## config.mk

```make
export PLATFORM = sky130hd
export DESIGN_NAME = uart_boot_loader
export DESIGN_NICKNAME = d
export VERILOG_FILES = /design/src/rtl/uart_boot_loader.sv
export SDC_FILE = /design/constraint.sdc
export NUM_CORES = 1
export LEC_CHECK = 0
export CORE_MARGIN = 2
export CORE_UTILIZATION = 45
export CTS_BUF_LIST = sky130_fd_sc_hd__clkbuf_4 sky130_fd_sc_hd__clkbuf_8
export CTS_CLUSTER_DIAMETER = 60
export DETAILED_ROUTE_END_ITERATION = 8
export DONT_BUFFER_PORTS = 1
export GPL_ROUTABILITY_DRIVEN = 0
export MAX_ROUTING_LAYER = met4
export PLACE_DENSITY = 0.58
export SYNTH_ARGS = -nofsm -noshare
export SYNTH_HDL_FRONTEND = slang
export SYNTH_SLANG_ARGS = --single-unit
```

## constraint.sdc

```tcl
create_clock -name clk -period 11 [get_ports clk]
set_input_delay 2.2 -clock clk [delete_from_list [all_inputs] [get_ports clk]]
set_output_delay 2.2 -clock clk [all_outputs]
set_load 0.005 [all_outputs]
```

## src/rtl/uart_boot_loader.sv

```systemverilog
// Framed UART boot loader: receives SYNC, 16-bit word count, payload and an 8-bit sum,
// writes whole little-endian words to memory and holds the CPU in reset while loading.
module uart_boot_loader #(
    parameter int unsigned        DATA_W         = 32,
    parameter int unsigned        ADDR_W         = 32,
    parameter int unsigned        MAX_WORDS      = 512,
    parameter logic [ADDR_W-1:0]  BASE_ADDR      = '0,
    parameter logic [7:0]         SYNC_BYTE      = 8'hA5,
    parameter int unsigned        TIMEOUT_CYCLES = 120000
) (
    input  logic              clk,
    input  logic              reset,
    input  logic [7:0]        rx_data,
    input  logic              rx_valid,
    output logic              mem_wen,
    output logic [ADDR_W-1:0] mem_wa,
    output logic [DATA_W-1:0] mem_wd,
    output logic [2:0]        mem_funct3,
    output logic              cpu_hold,
    output logic              load_done,
    output logic              load_error,
    output logic [15:0]       words_loaded
);
    localparam int unsigned BPW  = DATA_W / 8;
    localparam int unsigned BI_W = (BPW > 1) ? $clog2(BPW) : 1;
    localparam int unsigned TO_W = $clog2(TIMEOUT_CYCLES + 1);

    typedef enum logic [2:0] {IDLE, LEN0, LEN1, PAYLOAD, CSUM, DONE, ERR} state_t;

    state_t            state, state_next;
    logic [7:0]        len_lo;
    logic [15:0]       len;
    logic [15:0]       len_in;
    logic [7:0]        sum;
    logic [DATA_W-1:0] shreg;
    logic [DATA_W-1:0] word_next;
    logic [BI_W-1:0]   byte_idx;
    logic [TO_W-1:0]   tcnt;
    logic              timed;
    logic              expire;
    logic              start;
    logic              word_done;

    assign len_in     = {rx_data, len_lo};
    assign word_next  = (shreg >> 8) | (DATA_W'(rx_data) << (DATA_W - 8));
    assign timed      = (state == LEN0) || (state == LEN1) || (state == PAYLOAD) || (state == CSUM);
    assign expire     = timed && !rx_valid && (tcnt == TO_W'(TIMEOUT_CYCLES - 1));
    assign mem_funct3 = 3'b010;
    assign load_done  = (state == DONE);

    always_ff @(posedge clk or posedge reset) begin
        if (reset) state <= IDLE;
        else       state <= state_next;
    end

    always_comb begin
        state_next = state;
        start      = 1'b0;
        word_done  = 1'b0;
        case (state)
            IDLE: begin
                if (rx_valid && rx_data == SYNC_BYTE) begin
                    start      = 1'b1;
                    state_next = LEN0;
                end
            end
            LEN0: if (rx_valid) state_next = LEN1;
            LEN1: begin
                if (rx_valid) begin
                    if (len_in == 16'd0 || len_in > 16'(MAX_WORDS)) state_next = ERR;
                    else                                            state_next = PAYLOAD;
                end
            end
            PAYLOAD: begin
                if (rx_valid && byte_idx == BI_W'(BPW - 1)) begin
                    word_done = 1'b1;
                    if (words_loaded + 16'd1 == len) state_next = CSUM;
                end
            end
            CSUM: if (rx_valid) state_next = (rx_data == sum) ? DONE : ERR;
            DONE: state_next = IDLE;
            ERR:  state_next = IDLE;
            default: state_next = IDLE;
        endcase
        // expire only fires without rx_valid, so a byte on the expiry cycle wins
        if (expire) state_next = ERR;
    end

    always_ff @(posedge clk or posedge reset) begin
        if (reset) begin
            len_lo       <= '0;
            len          <= '0;
            sum          <= '0;
            shreg        <= '0;
            byte_idx     <= '0;
            tcnt         <= '0;
            mem_wen      <= 1'b0;
            mem_wa       <= '0;
            mem_wd       <= '0;
            cpu_hold     <= 1'b0;
            load_error   <= 1'b0;
            words_loaded <= '0;
        end else begin
            mem_wen <= 1'b0;

            if (timed && !rx_valid) tcnt <= tcnt + TO_W'(1);
            else                    tcnt <= '0;

            if (start) begin
                sum          <= '0;
                byte_idx     <= '0;
                words_loaded <= '0;
                load_error   <= 1'b0;
                cpu_hold     <= 1'b1;
            end

            if (state == LEN0 && rx_valid) len_lo <= rx_data;
            if (state == LEN1 && rx_valid) len    <= len_in;

            if (state == PAYLOAD && rx_valid) begin
                sum      <= sum + rx_data;
                shreg    <= word_next;
                byte_idx <= word_done ? '0 : byte_idx + BI_W'(1);
            end

            // words_loaded advances together with the write it describes
            if (word_done) begin
                mem_wen <= 1'b1;
                mem_wd  <= word_next;
                mem_wa  <= BASE_ADDR + ADDR_W'(words_loaded) * ADDR_W'(BPW);
                if (words_loaded < 16'(MAX_WORDS)) words_loaded <= words_loaded + 16'd1;
            end

            if (state == DONE) cpu_hold   <= 1'b0;
            if (state == ERR)  load_error <= 1'b1;
        end
    end
endmodule
```

==> results_tabular.tex, run 1 <==
\begin{tabular}{lr}
\hline
Metric & Value \\
\hline
\multicolumn{2}{l}{\textbf{Global route}} \\
Fraction of met3 tracks used by global routing & 0.0551 \\
Met1 layer usage reported by global route & 0.272 \\
Gr busiest metal & met2 \\
Met2 usage & 0.306 \\
Global-route wire length before repair & 25300 um \\
Vias in the first global route & 4782 \\
Overall overflow remaining after global route & 0 \\
Pin count of the biggest net entering global routing & 80 \\
Number of antenna violations at the first check in global routing & 0 \\
Total track usage & 0.206 \\
\multicolumn{2}{l}{\textbf{Timing}} \\
Unrepaired setup endpoints after global routing & no \\
Worst-case clock skew & 0.00998 ns \\
Endpoints failing setup & 0 \\
Number of max-slew violations in the final report & 0 \\
Maximum clock rate & 174 MHz \\
Worst Max-Slew Pin Slew & 1.07 ns \\
Relative slew slack & 0.287 \\
Post-route minimum period & 5.75 ns \\
Hold violation total from the final report & 0 \\
Setup TNS Final & 0 ns \\
Crit share post-route & 0.523 \\
\multicolumn{2}{l}{\textbf{Synth}} \\
Mapped Cells & 725 \\
Post-synth EDFFs & 0 \\
Async set-or-reset flop fraction in the synthesized netlist & 1.00 \\
Seq/Total Area, Yosys & 0.527 \\
Avg Synthesized Cell Area & 9.50 um2 \\
Most instantiated flip-flop cell in the synthesis netlist & sky130\_fd\_sc\_hd\_\_dfrtp\_1 \\
Synth unique cells & 57 \\
Yosys warning count & 0 \\
Post-synth design cell area & 6890 um2 \\
\#FFs+latches synth & 145 \\
\multicolumn{2}{l}{\textbf{Setup path}} \\
Critical path launch point type & input pin \\
Data arrival time of the critical path & 6.08 ns \\
Element type at the critical path end & register \\
Crit path max fanout & 51 \\
Setup CP Type & input pin to register \\
Worst path required time & 11.32 ns \\
Number of cells on the worst reg-to-reg path & 7 \\
\multicolumn{2}{l}{\textbf{Placement}} \\
Final HPWL from detailed placement & 10100 um \\
Cell count after placement & 882 \\
Number of buffers added on ports & 0 \\
\multicolumn{2}{l}{\textbf{CTS}} \\
CTS-repair resized insts & 0 \\
Clock slew seen by the registers of the worst setup and hold paths & 0.08 ns \\
\# clock sinks & 145 \\
Cell chosen for the clock root & sky130\_fd\_sc\_hd\_\_clkbuf\_8 \\
Maximum root-to-sink buffer count & 2 \\
Insertion delay to the later sink of the worst-skew pair & 0.46 ns \\
Clock tree from TritonCTS & built \\
Count of hold-fix buffers inserted at cts & 0 \\
Number of buffers added by the clock tree synthesis step & 17 \\
H-Tree Level Count & 4 \\
Post-CTS setup-driven buffer insertion count & 0 \\
\multicolumn{2}{l}{\textbf{Pwr}} \\
Switching power share of the total & 0.337 \\
Proportion of power drawn by combinational gates & 0.251 \\
Net load switching power & 0.576 mW \\
Total internal power & 1.13 mW \\
Pwr/cell area & 233 nW/um2 \\
Fraction of power consumed by sequential logic & 0.484 \\
Clk network pwr share & 0.266 \\
Cell leakage power & 3.50 nW \\
VDD IR max & 0.000100 V \\
\multicolumn{2}{l}{\textbf{Job}} \\
Maximum Capacitance Violations & 0 \\
\multicolumn{2}{l}{\textbf{Detailed routing}} \\
Initial DRT Pass Iterations & 5 \\
Iteration-0 DRC count of the detailed router & 379 \\
Via count & 4984 \\
Aggregate routed wire length & 15300 um \\
Average via count per standard cell & 5.46 \\
DRC Markers & 0 \\
Remaining number of nets flagged by the antenna check after routing & 0 \\
Wire length per cell after detailed routing & 16.8 um \\
\multicolumn{2}{l}{\textbf{Floorplan}} \\
Initial core utilization & 0.456 \\
Total die area & 16300 um2 \\
Chip Height & 128 um \\
Core ar. & 15100 um2 \\
Die boundary width & 128 um \\
I/O pin total & 98 \\
Rows & 45 \\
\multicolumn{2}{l}{\textbf{Run status}} \\
Outcome & finished clean \\
\multicolumn{2}{l}{\textbf{Layout}} \\
Growth of design area from synthesis to finish & 6.54\% \\
Non-Filler Instances & 913 \\
Post-layout nets & 735 \\
Number of diodes added for antenna fixing & 0 \\
Fraction of final layout cells with drive strength greater than 1 & 0.0952 \\
\multicolumn{2}{l}{\textbf{Hold path}} \\
Hold-critical path depth & 2 \\
Min-delay worst type & register to register \\
\hline
\end{tabular}
[power by group through the flow]
stage	Clock (mW)	Combinational, mW	Sequential (mW)
detailed placement	0	0.431	0.837
finish	0.454	0.428	0.827
CTS	0.466	0.433	0.828
floorplan	0	0.397	0.777
global placement	0	0.415	0.830
global route	0.486	0.493	0.851
[metrics by stage]
| step | cell area, um2 | hold slack, ns | power (mW) | utilization | worst slack [ns] |
|---|---|---|---|---|---|
| after floorplan | 6950 | 0.439 | 1.17 | - | 4.91 |
| after global placement | 6910 | 0.456 | 1.25 | 0.458 | 4.87 |
| after detailed placement | 6910 | 0.460 | 1.27 | 0.458 | 4.72 |
| after CTS | 7340 | 0.478 | 1.73 | 0.486 | 5.20 |
| after global routing | 7340 | 0.508 | 1.83 | 0.486 | 4.77 |
| final | 7340 | 0.477 | 1.71 | 0.486 | 5.25 |
[layout make-up]
cell class              instances  area (um2)
inverters                      14        57.6
well taps                     188         235
clock inverters                 8         128
clock buffers                  23         304
fillers                      1414        7750
repair buffers                  3        22.5
flip-flops and latches        145        3630
multi-input cells             532        2960
[per-layer routing]
metal | wire (um) | vias up
met5 | 0 | -
met4 | 244 | 0
met3 | 892 | 19
met2 | 6980 | 138
met1 | 7230 | 2467
li1 | - | 2360
[state kept, by name (all words and copies together) (netlist names), 8 cells and up]
signal        count
mem_wd           32
shreg            24
tcnt             17
len              16
mem_wa           16
words_loaded     16
len_lo            8
sum               8
[cell usage in the layout (no fill, tap or decap), types with 2 or more instances in the layout]
master	Yosys	routed
sky130_fd_sc_hd__dfrtp_1	145	145
sky130_fd_sc_hd__bufinv_16	0	3
sky130_fd_sc_hd__and3_1	6	6
sky130_fd_sc_hd__o211ai_1	4	4
sky130_fd_sc_hd__conb_1	2	19
sky130_fd_sc_hd__ha_1	10	10
sky130_fd_sc_hd__clkinvlp_4	0	2
sky130_fd_sc_hd__inv_1	11	10
sky130_fd_sc_hd__buf_4	19	3
sky130_fd_sc_hd__and4_1	4	4
sky130_fd_sc_hd__and2_1	7	7
sky130_fd_sc_hd__nand2_1	229	228
sky130_fd_sc_hd__o41ai_1	5	5
sky130_fd_sc_hd__nor2_1	34	34
sky130_fd_sc_hd__clkinv_4	0	2
sky130_fd_sc_hd__clkinv_1	2	2
sky130_fd_sc_hd__a21o_1	2	2
sky130_fd_sc_hd__xnor2_1	25	25
sky130_fd_sc_hd__o31ai_1	3	3
sky130_fd_sc_hd__o31a_1	2	2
sky130_fd_sc_hd__nor4_1	9	9
sky130_fd_sc_hd__or4_1	2	2
sky130_fd_sc_hd__nand4_1	9	9
sky130_fd_sc_hd__nand3_1	31	31
sky130_fd_sc_hd__xor2_1	19	19
sky130_fd_sc_hd__o21ai_0	30	30
sky130_fd_sc_hd__a21oi_1	12	12
sky130_fd_sc_hd__a31oi_1	5	5
sky130_fd_sc_hd__clkbuf_4	0	2
sky130_fd_sc_hd__nor3_1	13	13
sky130_fd_sc_hd__nor2b_1	4	4
sky130_fd_sc_hd__mux2_2	25	25
sky130_fd_sc_hd__clkbuf_8	1	21
[cells in the mapped netlist (3+ instances only)]
| library cell | number | area [um2] |
|---|---|---|
| sky130_fd_sc_hd__nand2_1 | 229 | 860 |
| sky130_fd_sc_hd__dfrtp_1 | 145 | 3630 |
| sky130_fd_sc_hd__nor2_1 | 34 | 128 |
| sky130_fd_sc_hd__nand3_1 | 31 | 155 |
| sky130_fd_sc_hd__o21ai_0 | 30 | 150 |
| sky130_fd_sc_hd__mux2_2 | 25 | 282 |
| sky130_fd_sc_hd__xnor2_1 | 25 | 219 |
| sky130_fd_sc_hd__buf_4 | 19 | 143 |
| sky130_fd_sc_hd__xor2_1 | 19 | 166 |
| sky130_fd_sc_hd__clkbuf_1 | 15 | 56.3 |
| sky130_fd_sc_hd__nor3_1 | 13 | 65.1 |
| sky130_fd_sc_hd__a21oi_1 | 12 | 60.1 |
| sky130_fd_sc_hd__inv_1 | 11 | 41.3 |
| sky130_fd_sc_hd__ha_1 | 10 | 125 |
| sky130_fd_sc_hd__nand4_1 | 9 | 56.3 |
| sky130_fd_sc_hd__nor4_1 | 9 | 56.3 |
| sky130_fd_sc_hd__and2_1 | 7 | 43.8 |
| sky130_fd_sc_hd__and3_1 | 6 | 37.5 |
| sky130_fd_sc_hd__buf_1 | 6 | 22.5 |
| sky130_fd_sc_hd__buf_2 | 6 | 30.0 |
| sky130_fd_sc_hd__a31oi_1 | 5 | 31.3 |
| sky130_fd_sc_hd__o41ai_1 | 5 | 43.8 |
| sky130_fd_sc_hd__and4_1 | 4 | 35.0 |
| sky130_fd_sc_hd__buf_6 | 4 | 45.0 |
| sky130_fd_sc_hd__nor2b_1 | 4 | 25.0 |
| sky130_fd_sc_hd__o211ai_1 | 4 | 30.0 |
| sky130_fd_sc_hd__o31ai_1 | 3 | 22.5 |
[logic make-up (layout without fill, tap and decap cells)]
| family | Yosys count | in the layout | share of synthesized area |
|---|---|---|---|
| xor+xnor | 44 | 44 | 0.0559 |
| compound gates | 72 | 72 | 0.0681 |
| fa+ha+maj | 11 | 11 | 0.0211 |
| simple gates | 360 | 360 | 0.232 |
| mux | 26 | 26 | 0.0425 |
| other cells | 2 | 19 | 0.00109 |
| buf+inv | 65 | 48 | 0.0527 |
| flops | 145 | 145 | 0.527 |
[worst max-delay path: stages]
cell and delay [ns]:
sky130_fd_sc_hd__and4b_1 0.88, sky130_fd_sc_hd__nand2_2 0.84, sky130_fd_sc_hd__inv_2 0.91, sky130_fd_sc_hd__nand3_2 0.48, sky130_fd_sc_hd__and2_0 0.41, sky130_fd_sc_hd__o21ai_0 0.21, sky130_fd_sc_hd__o31ai_1 0.10
[path summary, 6_finish.rpt]
path | from | end | slack [ns]
min | shreg[10] | mem_wd[2] | 0.48
min reg2reg | shreg[10] | mem_wd[2] | 0.48
min in group asynchronous | reset | mem_wa[12] | 1.73
max reg2reg | state[2] | words_loaded[4] | 6.24
max | rx_valid | words_loaded[4] | 5.25
max in group asynchronous | reset | state[1] | 7.91
No activity file was read; power rests on OpenSTA's default activity.
==> run 2: changes to the inputs <==
Settings changed: PLACE_DENSITY 0.58 to 0.6.
Clock period 11 ns to 4.7 ns, I/O delays scaled along.
==> run 2 against run 1 <==
Hold slack improved by 0.0054 ns; via count decreased by 0.66%; final area increased by 0.61%; critical path type is now register to register; sequential share of layout area decreased by 0.30 points; non-clock buffer count increased by 3; routed wire length decreased by 1.2%; final cell count increased by 0.44%; power increased by 140%; sequential power increased by 130%; global-route usage decreased by 0.48 points; utilization increased by 0.30 points.
==> results_tabular.tex, run 2 (synthesis results as in run 1) <==
\begin{tabular}{lr}
\hline
Metric & Value \\
\hline
\multicolumn{2}{l}{\textbf{Run status}} \\
Outcome & finished clean (unchanged) \\
\multicolumn{2}{l}{\textbf{CTS}} \\
Insertion delay to the later sink of the worst-skew pair & 0.46 ns (about the same) \\
Clock tree from TritonCTS & built (unchanged) \\
Clock slew seen by the registers of the worst setup and hold paths & 0.08 ns (about the same) \\
Post-CTS setup-driven buffer insertion count & 0 (unchanged) \\
H-Tree Level Count & 4 (unchanged) \\
Count of hold-fix buffers inserted at cts & 0 (unchanged) \\
CTS-repair resized insts & 0 (unchanged) \\
Maximum root-to-sink buffer count & 2 (unchanged) \\
Number of buffers added by the clock tree synthesis step & 17 (unchanged) \\
\# clock sinks & 145 (unchanged) \\
Cell chosen for the clock root & sky130\_fd\_sc\_hd\_\_clkbuf\_8 (unchanged) \\
\multicolumn{2}{l}{\textbf{Detailed routing}} \\
Wire length per cell after detailed routing & 16.5 um (was 16.8 um) \\
Initial DRT Pass Iterations & 5 (unchanged) \\
Aggregate routed wire length & 15200 um (was 15300 um) \\
Iteration-0 DRC count of the detailed router & 312 (was 379) \\
Via count & 4951 (was 4984) \\
DRC Markers & 0 (unchanged) \\
Remaining number of nets flagged by the antenna check after routing & 0 (unchanged) \\
Average via count per standard cell & 5.40 (was 5.46) \\
\multicolumn{2}{l}{\textbf{Layout}} \\
Largest register by flop count & mem\_wd (unchanged) \\
Post-layout nets & 738 (was 735) \\
Fraction of final layout cells with drive strength greater than 1 & 0.100 (was 0.0952) \\
Leading cell type in the layout, fill and taps excluded & sky130\_fd\_sc\_hd\_\_nand2\_1 (unchanged) \\
Growth of design area from synthesis to finish & 7.19\% (was 6.54\%) \\
Largest register FFs & 32 (unchanged) \\
Number of diodes added for antenna fixing & 0 (unchanged) \\
Layout fillers & 1395 (was 1414) \\
Top library cells by usage in the layout, fill and taps aside & sky130\_fd\_sc\_hd\_\_nand2\_1, sky130\_fd\_sc\_hd\_\_dfrtp\_1, sky130\_fd\_sc\_hd\_\_nor2\_1 (unchanged) \\
Util after Layout & 0.489 (was 0.486) \\
Largest registers in the final layout & mem\_wd: 32 flops, shreg: 24 flops, tcnt: 17 flops (unchanged) \\
Non-Filler Instances & 917 (was 913) \\
\multicolumn{2}{l}{\textbf{Floorplan}} \\
I/O pin total & 98 (unchanged) \\
Core ar. & 15100 um2 (unchanged) \\
Die boundary width & 128 um (unchanged) \\
Total die area & 16300 um2 (unchanged) \\
Initial core utilization & 0.456 (unchanged) \\
Chip Height & 128 um (unchanged) \\
Rows & 45 (unchanged) \\
\multicolumn{2}{l}{\textbf{Timing}} \\
Relative slew slack & 0.304 (was 0.287) \\
Hold violation total from the final report & 0 (unchanged) \\
Maximum clock rate & 360 MHz \\
Number of max-slew violations in the final report & 0 (unchanged) \\
Post-route minimum period & 2.78 ns \\
Setup TNS Final & 0 ns (unchanged) \\
Worst Max-Slew Pin Slew & 1.04 ns (was 1.07 ns) \\
Worst-case clock skew & 0.0156 ns (was 0.00998 ns) \\
WHS & 0.482 ns (was 0.477 ns) \\
Endpoints failing setup & 0 (unchanged) \\
Unrepaired setup endpoints after global routing & no (unchanged) \\
Crit share post-route & 0.591 \\
\multicolumn{2}{l}{\textbf{Job}} \\
Maximum Capacitance Violations & 0 (unchanged) \\
\multicolumn{2}{l}{\textbf{Global route}} \\
Vias in the first global route & 4977 (was 4782) \\
Number of antenna violations at the first check in global routing & 0 (unchanged) \\
Total track usage & 0.201 (was 0.206) \\
Overall overflow remaining after global route & 0 (unchanged) \\
Pin count of the biggest net entering global routing & 146 (was 80) \\
Global-route wire length before repair & 25100 um (was 25300 um) \\
\multicolumn{2}{l}{\textbf{Setup path}} \\
Crit path to & state[0] (was words\_loaded[4]) \\
Most frequent CP cell & sky130\_fd\_sc\_hd\_\_nor4\_1 \\
Kind of cell adding the most delay to the critical path & simple AND/OR/NAND/NOR gates (unchanged) \\
Data arrival time of the critical path & 3.11 ns (was 6.08 ns) \\
Crit path max fanout & 18 (was 51) \\
Cell count along the critical path & 6 (was 7) \\
Number of buffers and inverters on the critical path & 0 (was 1) \\
Setup CP Type & register to register (was input pin to register) \\
Critical path launch point type & register (was input pin) \\
Reg-to-reg critical path startpoint & state[2] (unchanged) \\
Element type at the critical path end & register (unchanged) \\
Number of cells on the worst reg-to-reg path & 6 (was 7) \\
Reg2Reg Setup Slack & 1.92 ns (was 6.24 ns) \\
Worst path required time & 5.03 ns (was 11.32 ns) \\
Worst r2r dst & state[0] (was words\_loaded[4]) \\
Longest individual stage delay on the worst path & 0.71 ns (was 0.91 ns) \\
Cell breakdown of the critical path & or3\_1, nand3\_1, or4\_1, nor4\_1, nor4\_1, o31a\_1 (was and4b\_1, nand2\_2, inv\_2, nand3\_2, and2\_0, o21ai\_0, o31ai\_1) \\
Highest-delay cell along the critical path & sky130\_fd\_sc\_hd\_\_dfrtp\_1 (was sky130\_fd\_sc\_hd\_\_inv\_2) \\
First element of the critical path & state[2] (was rx\_valid) \\
\multicolumn{2}{l}{\textbf{Pwr}} \\
Cell leakage power & 3.51 nW (was 3.50 nW) \\
Pwr/cell area & 545 nW/um2 (was 233 nW/um2) \\
VDD IR max & 0.000223 V (was 0.000100 V) \\
\multicolumn{2}{l}{\textbf{Placement}} \\
Cell count after placement & 885 (was 882) \\
Final HPWL from detailed placement & 10200 um (was 10100 um) \\
Number of buffers added on ports & 0 (unchanged) \\
\multicolumn{2}{l}{\textbf{Hold path}} \\
Min-delay worst type & register to register (unchanged) \\
\hline
\end{tabular}
## run 2: routing by layer
layer,vias up,part of all wire,global-route usage
li1,2371,-,-
met1,2419,0.45,0.255
met2,137,0.47,0.312
met3,24,0.056,0.0526
met4,0,0.019,0.0776
met5,-,0,-
## run 2: tightest hold or removal path: stages, from the launching register on
cell and delay (ns):
sky130_fd_sc_hd__dfrtp_1 0.35, sky130_fd_sc_hd__nand2_1 0.05, sky130_fd_sc_hd__nand2_1 0.05
## run 2: how the worst min path moves through the flow
stage                          from         to  slack [ns]  depth (start not counted)
final                     shreg[12]  mem_wd[4]        0.48                          2
after global routing      shreg[12]  mem_wd[4]        0.52                          2
after CTS                  shreg[8]  mem_wd[0]        0.49                          2
after floorplan            shreg[8]  mem_wd[0]        0.44                          2
after global placement    shreg[12]  mem_wd[4]        0.46                          2
after detailed placement   shreg[8]  mem_wd[0]        0.47                          2
## run 2: report_power, final
group	switching [mW]	internal [mW]
sequential	0.330	1.60
combinational	0.547	0.470
clock	0.492	0.583
## run 2: layout make-up
class | instances | area, um2 | area share
multi-input cells | 532 | 2960 | 0.401
well taps | 188 | 235 | 0.0319
clock buffers | 17 | 234 | 0.0317
clock inverters | 15 | 209 | 0.0283
inverters | 14 | 56.3 | 0.00763
repair buffers | 6 | 57.6 | 0.00780
flip-flops and latches | 145 | 3630 | 0.491
## run 2: metrics by stage
step           cell area, um2  power (mW)  worst slack, ns
2_1_floorplan            6960        2.75             1.94
3_3_place_gp             6940        2.91             1.76
3_5_place_dp             6940        2.97             1.70
4_1_cts                  7380        4.06             1.94
5_1_grt                  7380        4.30             1.72
6_report                 7380        4.02             1.92
==> run 3: changes to the inputs <==
Clock period 4.7 ns to 2.3 ns, I/O delays scaled along.
==> run 3 against run 2 <==
Utilization grew 1.3 points; sequential share of layout area shrank 1.3 points; critical path depth is the same; fmax grew 26%; combinational power grew 130%; hold slack lost 0.37 ns; count of clock-buffer cells in the layout grew 6; global-route usage grew 1.2 points; setup slack lost 1.8 ns; power grew 100%; via count grew 2.7%; critical path type unchanged; largest power group unchanged.
==> results_tabular.tex, run 3 (synthesis results as in run 1) <==
\begin{tabular}{lr}
\hline
Metric & Value \\
\hline
\multicolumn{2}{l}{\textbf{Detailed routing}} \\
Wire length per cell after detailed routing & 16.7 um (was 16.5 um) \\
Highest routed metal layer & met4 (unchanged) \\
Aggregate routed wire length & 15800 um (was 15200 um) \\
Post-Route M1 WL & 7250 um (was 6830 um) \\
DRC Markers & 0 (unchanged) \\
Remaining number of nets flagged by the antenna check after routing & 0 (unchanged) \\
Average via count per standard cell & 5.38 (was 5.40) \\
Iteration-0 DRC count of the detailed router & 347 (was 312) \\
Wire length on met3 & 832 um (was 844 um) \\
Met2 wire len & 7510 um (was 7200 um) \\
Via count & 5086 (was 4951) \\
Initial DRT Pass Iterations & 4 (was 5) \\
\multicolumn{2}{l}{\textbf{Layout}} \\
Growth of design area from synthesis to finish & 10.0\% (was 7.19\%) \\
Number of diodes added for antenna fixing & 0 (unchanged) \\
Largest register by flop count & mem\_wd (unchanged) \\
Layout fillers & 1385 (was 1395) \\
Largest register FFs & 32 (unchanged) \\
Util after Layout & 0.502 (was 0.489) \\
Fraction of final layout cells with drive strength greater than 1 & 0.139 (was 0.100) \\
Leading cell type in the layout, fill and taps excluded & sky130\_fd\_sc\_hd\_\_nand2\_1 (unchanged) \\
Largest registers in the final layout & mem\_wd: 32 flops, shreg: 24 flops, tcnt: 17 flops (unchanged) \\
Post-layout nets & 767 (was 738) \\
Top library cells by usage in the layout, fill and taps aside & sky130\_fd\_sc\_hd\_\_nand2\_1, sky130\_fd\_sc\_hd\_\_dfrtp\_1, sky130\_fd\_sc\_hd\_\_nor2\_1 (unchanged) \\
\multicolumn{2}{l}{\textbf{Timing}} \\
Hold violation total from the final report & 0 (unchanged) \\
Endpoints failing setup & 0 (unchanged) \\
Unrepaired setup endpoints after global routing & no (unchanged) \\
Number of max-slew violations in the final report & 0 (unchanged) \\
Crit share post-route & 0.960 (was 0.591) \\
Post-route minimum period & 2.21 ns (was 2.78 ns) \\
Setup WS post-layout & 0.0926 ns (was 1.92 ns) \\
Setup TNS Final & 0 ns (unchanged) \\
Maximum clock rate & 453 MHz (was 360 MHz) \\
Relative slew slack & 0.654 (was 0.304) \\
Worst-case clock skew & 0.00939 ns (was 0.0156 ns) \\
Worst Max-Slew Pin Slew & 0.519 ns (was 1.04 ns) \\
WHS & 0.117 ns (was 0.482 ns) \\
\multicolumn{2}{l}{\textbf{Setup path}} \\
Highest-delay cell along the critical path & sky130\_fd\_sc\_hd\_\_or4\_1 (was sky130\_fd\_sc\_hd\_\_dfrtp\_1) \\
Longest individual stage delay on the worst path & 0.56 ns (was 0.71 ns) \\
Cell breakdown of the critical path & and4\_1, nand3\_2, or4\_1, and4\_1, nand4\_1, o21ai\_0 (was or3\_1, nand3\_1, or4\_1, nor4\_1, nor4\_1, o31a\_1) \\
Crit path max fanout & 6 (was 18) \\
Critical path launch point type & register (unchanged) \\
Worst path required time & 2.61 ns (was 5.03 ns) \\
Setup CP Type & register to register (unchanged) \\
Element type at the critical path end & register (unchanged) \\
Data arrival time of the critical path & 2.52 ns (was 3.11 ns) \\
Most frequent CP cell & sky130\_fd\_sc\_hd\_\_and4\_1 (was sky130\_fd\_sc\_hd\_\_nor4\_1) \\
\multicolumn{2}{l}{\textbf{Pwr}} \\
Pwr/cell area & 1070 nW/um2 (was 545 nW/um2) \\
Cell leakage power & 3.65 nW (was 3.51 nW) \\
VDD IR max & 0.000348 V (was 0.000223 V) \\
\multicolumn{2}{l}{\textbf{Placement}} \\
Post-placement setup slack & 0.0462 ns (was 1.70 ns) \\
Final HPWL from detailed placement & 11000 um (was 10200 um) \\
Number of buffers added on ports & 0 (unchanged) \\
\multicolumn{2}{l}{\textbf{CTS}} \\
H-Tree Level Count & 4 (unchanged) \\
Maximum root-to-sink buffer count & 2 (unchanged) \\
Number of buffers added by the clock tree synthesis step & 17 (unchanged) \\
Post-CTS setup-driven buffer insertion count & 0 (unchanged) \\
Cell chosen for the clock root & sky130\_fd\_sc\_hd\_\_clkbuf\_8 (unchanged) \\
Clock slew seen by the registers of the worst setup and hold paths & 0.08 ns (about the same) \\
Clock tree from TritonCTS & built (unchanged) \\
\# clock sinks & 145 (unchanged) \\
Insertion delay to the later sink of the worst-skew pair & 0.45 ns (was 0.46 ns) \\
\multicolumn{2}{l}{\textbf{Global route}} \\
Number of antenna violations at the first check in global routing & 0 (unchanged) \\
Overall overflow remaining after global route & 0 (unchanged) \\
Global-route wire length before repair & 26500 um (was 25100 um) \\
Vias in the first global route & 5110 (was 4977) \\
Pin count of the biggest net entering global routing & 80 (was 146) \\
Total track usage & 0.213 (was 0.201) \\
\multicolumn{2}{l}{\textbf{Floorplan}} \\
I/O pin total & 98 (unchanged) \\
Core ar. & 15100 um2 (unchanged) \\
Die boundary width & 128 um (unchanged) \\
Rows & 45 (unchanged) \\
Total die area & 16300 um2 (unchanged) \\
Initial core utilization & 0.456 (unchanged) \\
Chip Height & 128 um (unchanged) \\
\multicolumn{2}{l}{\textbf{Hold path}} \\
Min-delay worst type & input pin to register (was register to register) \\
\multicolumn{2}{l}{\textbf{Job}} \\
Maximum Capacitance Violations & 0 (unchanged) \\
\multicolumn{2}{l}{\textbf{Run status}} \\
Outcome & finished clean (unchanged) \\
\hline
\end{tabular}
-- run 3: layout make-up --
cell class / count / area [um2] / share of cell area
Inverter: 14 / 56.3 / 0.00743
Sequential cell: 145 / 3630 / 0.479
Multi-Input combinational cell: 532 / 2980 / 0.393
Timing Repair Buffer: 35 / 303 / 0.0400
Clock inverter: 9 / 82.6 / 0.0109
Clock buffer: 23 / 292 / 0.0385
Tap cell: 188 / 235 / 0.0310
-- run 3: through the flow --
stage          power, mW  instances  area, um2
2_1_floorplan       5.61        742       6960
3_3_place_gp        6.08        913       7180
3_5_place_dp        6.20        913       7180
4_1_cts             8.13        946       7560
5_1_grt             8.67        946       7580
6_report            8.09        946       7580
-- run 3: power by group --
| group | switching [mW] | internal, mW | total (mW) |
|---|---|---|---|
| Clock | 0.965 | 0.957 | 1.92 |
| Combinational | 1.25 | 1.06 | 2.31 |
| Sequential | 0.586 | 3.27 | 3.85 |
| Total | 2.81 | 5.28 | 8.09 |
-- run 3: timing repair --
action / in CTS / in global routing
endpoints found under the setup margin: 0 / 4
hold buffers: 1 / 0
hold endpoints to repair: 6 / 0
resized for setup: 0 / 4
-- run 3: critical path: cells and delay by family, from the launching register on --
family	cells	cell delay, ns
flip-flops	1	0.44
AND/OR/NAND/NOR	5	1.48
AO/OA/AOI/OAI	1	0.15
-- run 3: path summary, 6_finish.rpt --
check / startpoint / endpoint / slack (ns) / cells past startpoint
min: rx_data[4] / shreg[28] / 0.12 / 2
min reg2reg: shreg[12] / mem_wd[4] / 0.48 / 2
min in group asynchronous: reset / mem_wd[28] / 0.43 / 2
max: words_loaded[6] / state[2] / 0.09 / 6
max reg2reg: words_loaded[6] / state[2] / 0.09 / 6
max in group asynchronous: reset / words_loaded[1] / 1.18 / 3
-- run 3: layer usage --
metal  vias up  GRT usage
li1       2419          -
met1      2530      0.276
met2       122      0.332
met3        15     0.0563
met4         0     0.0608
met5         -          -
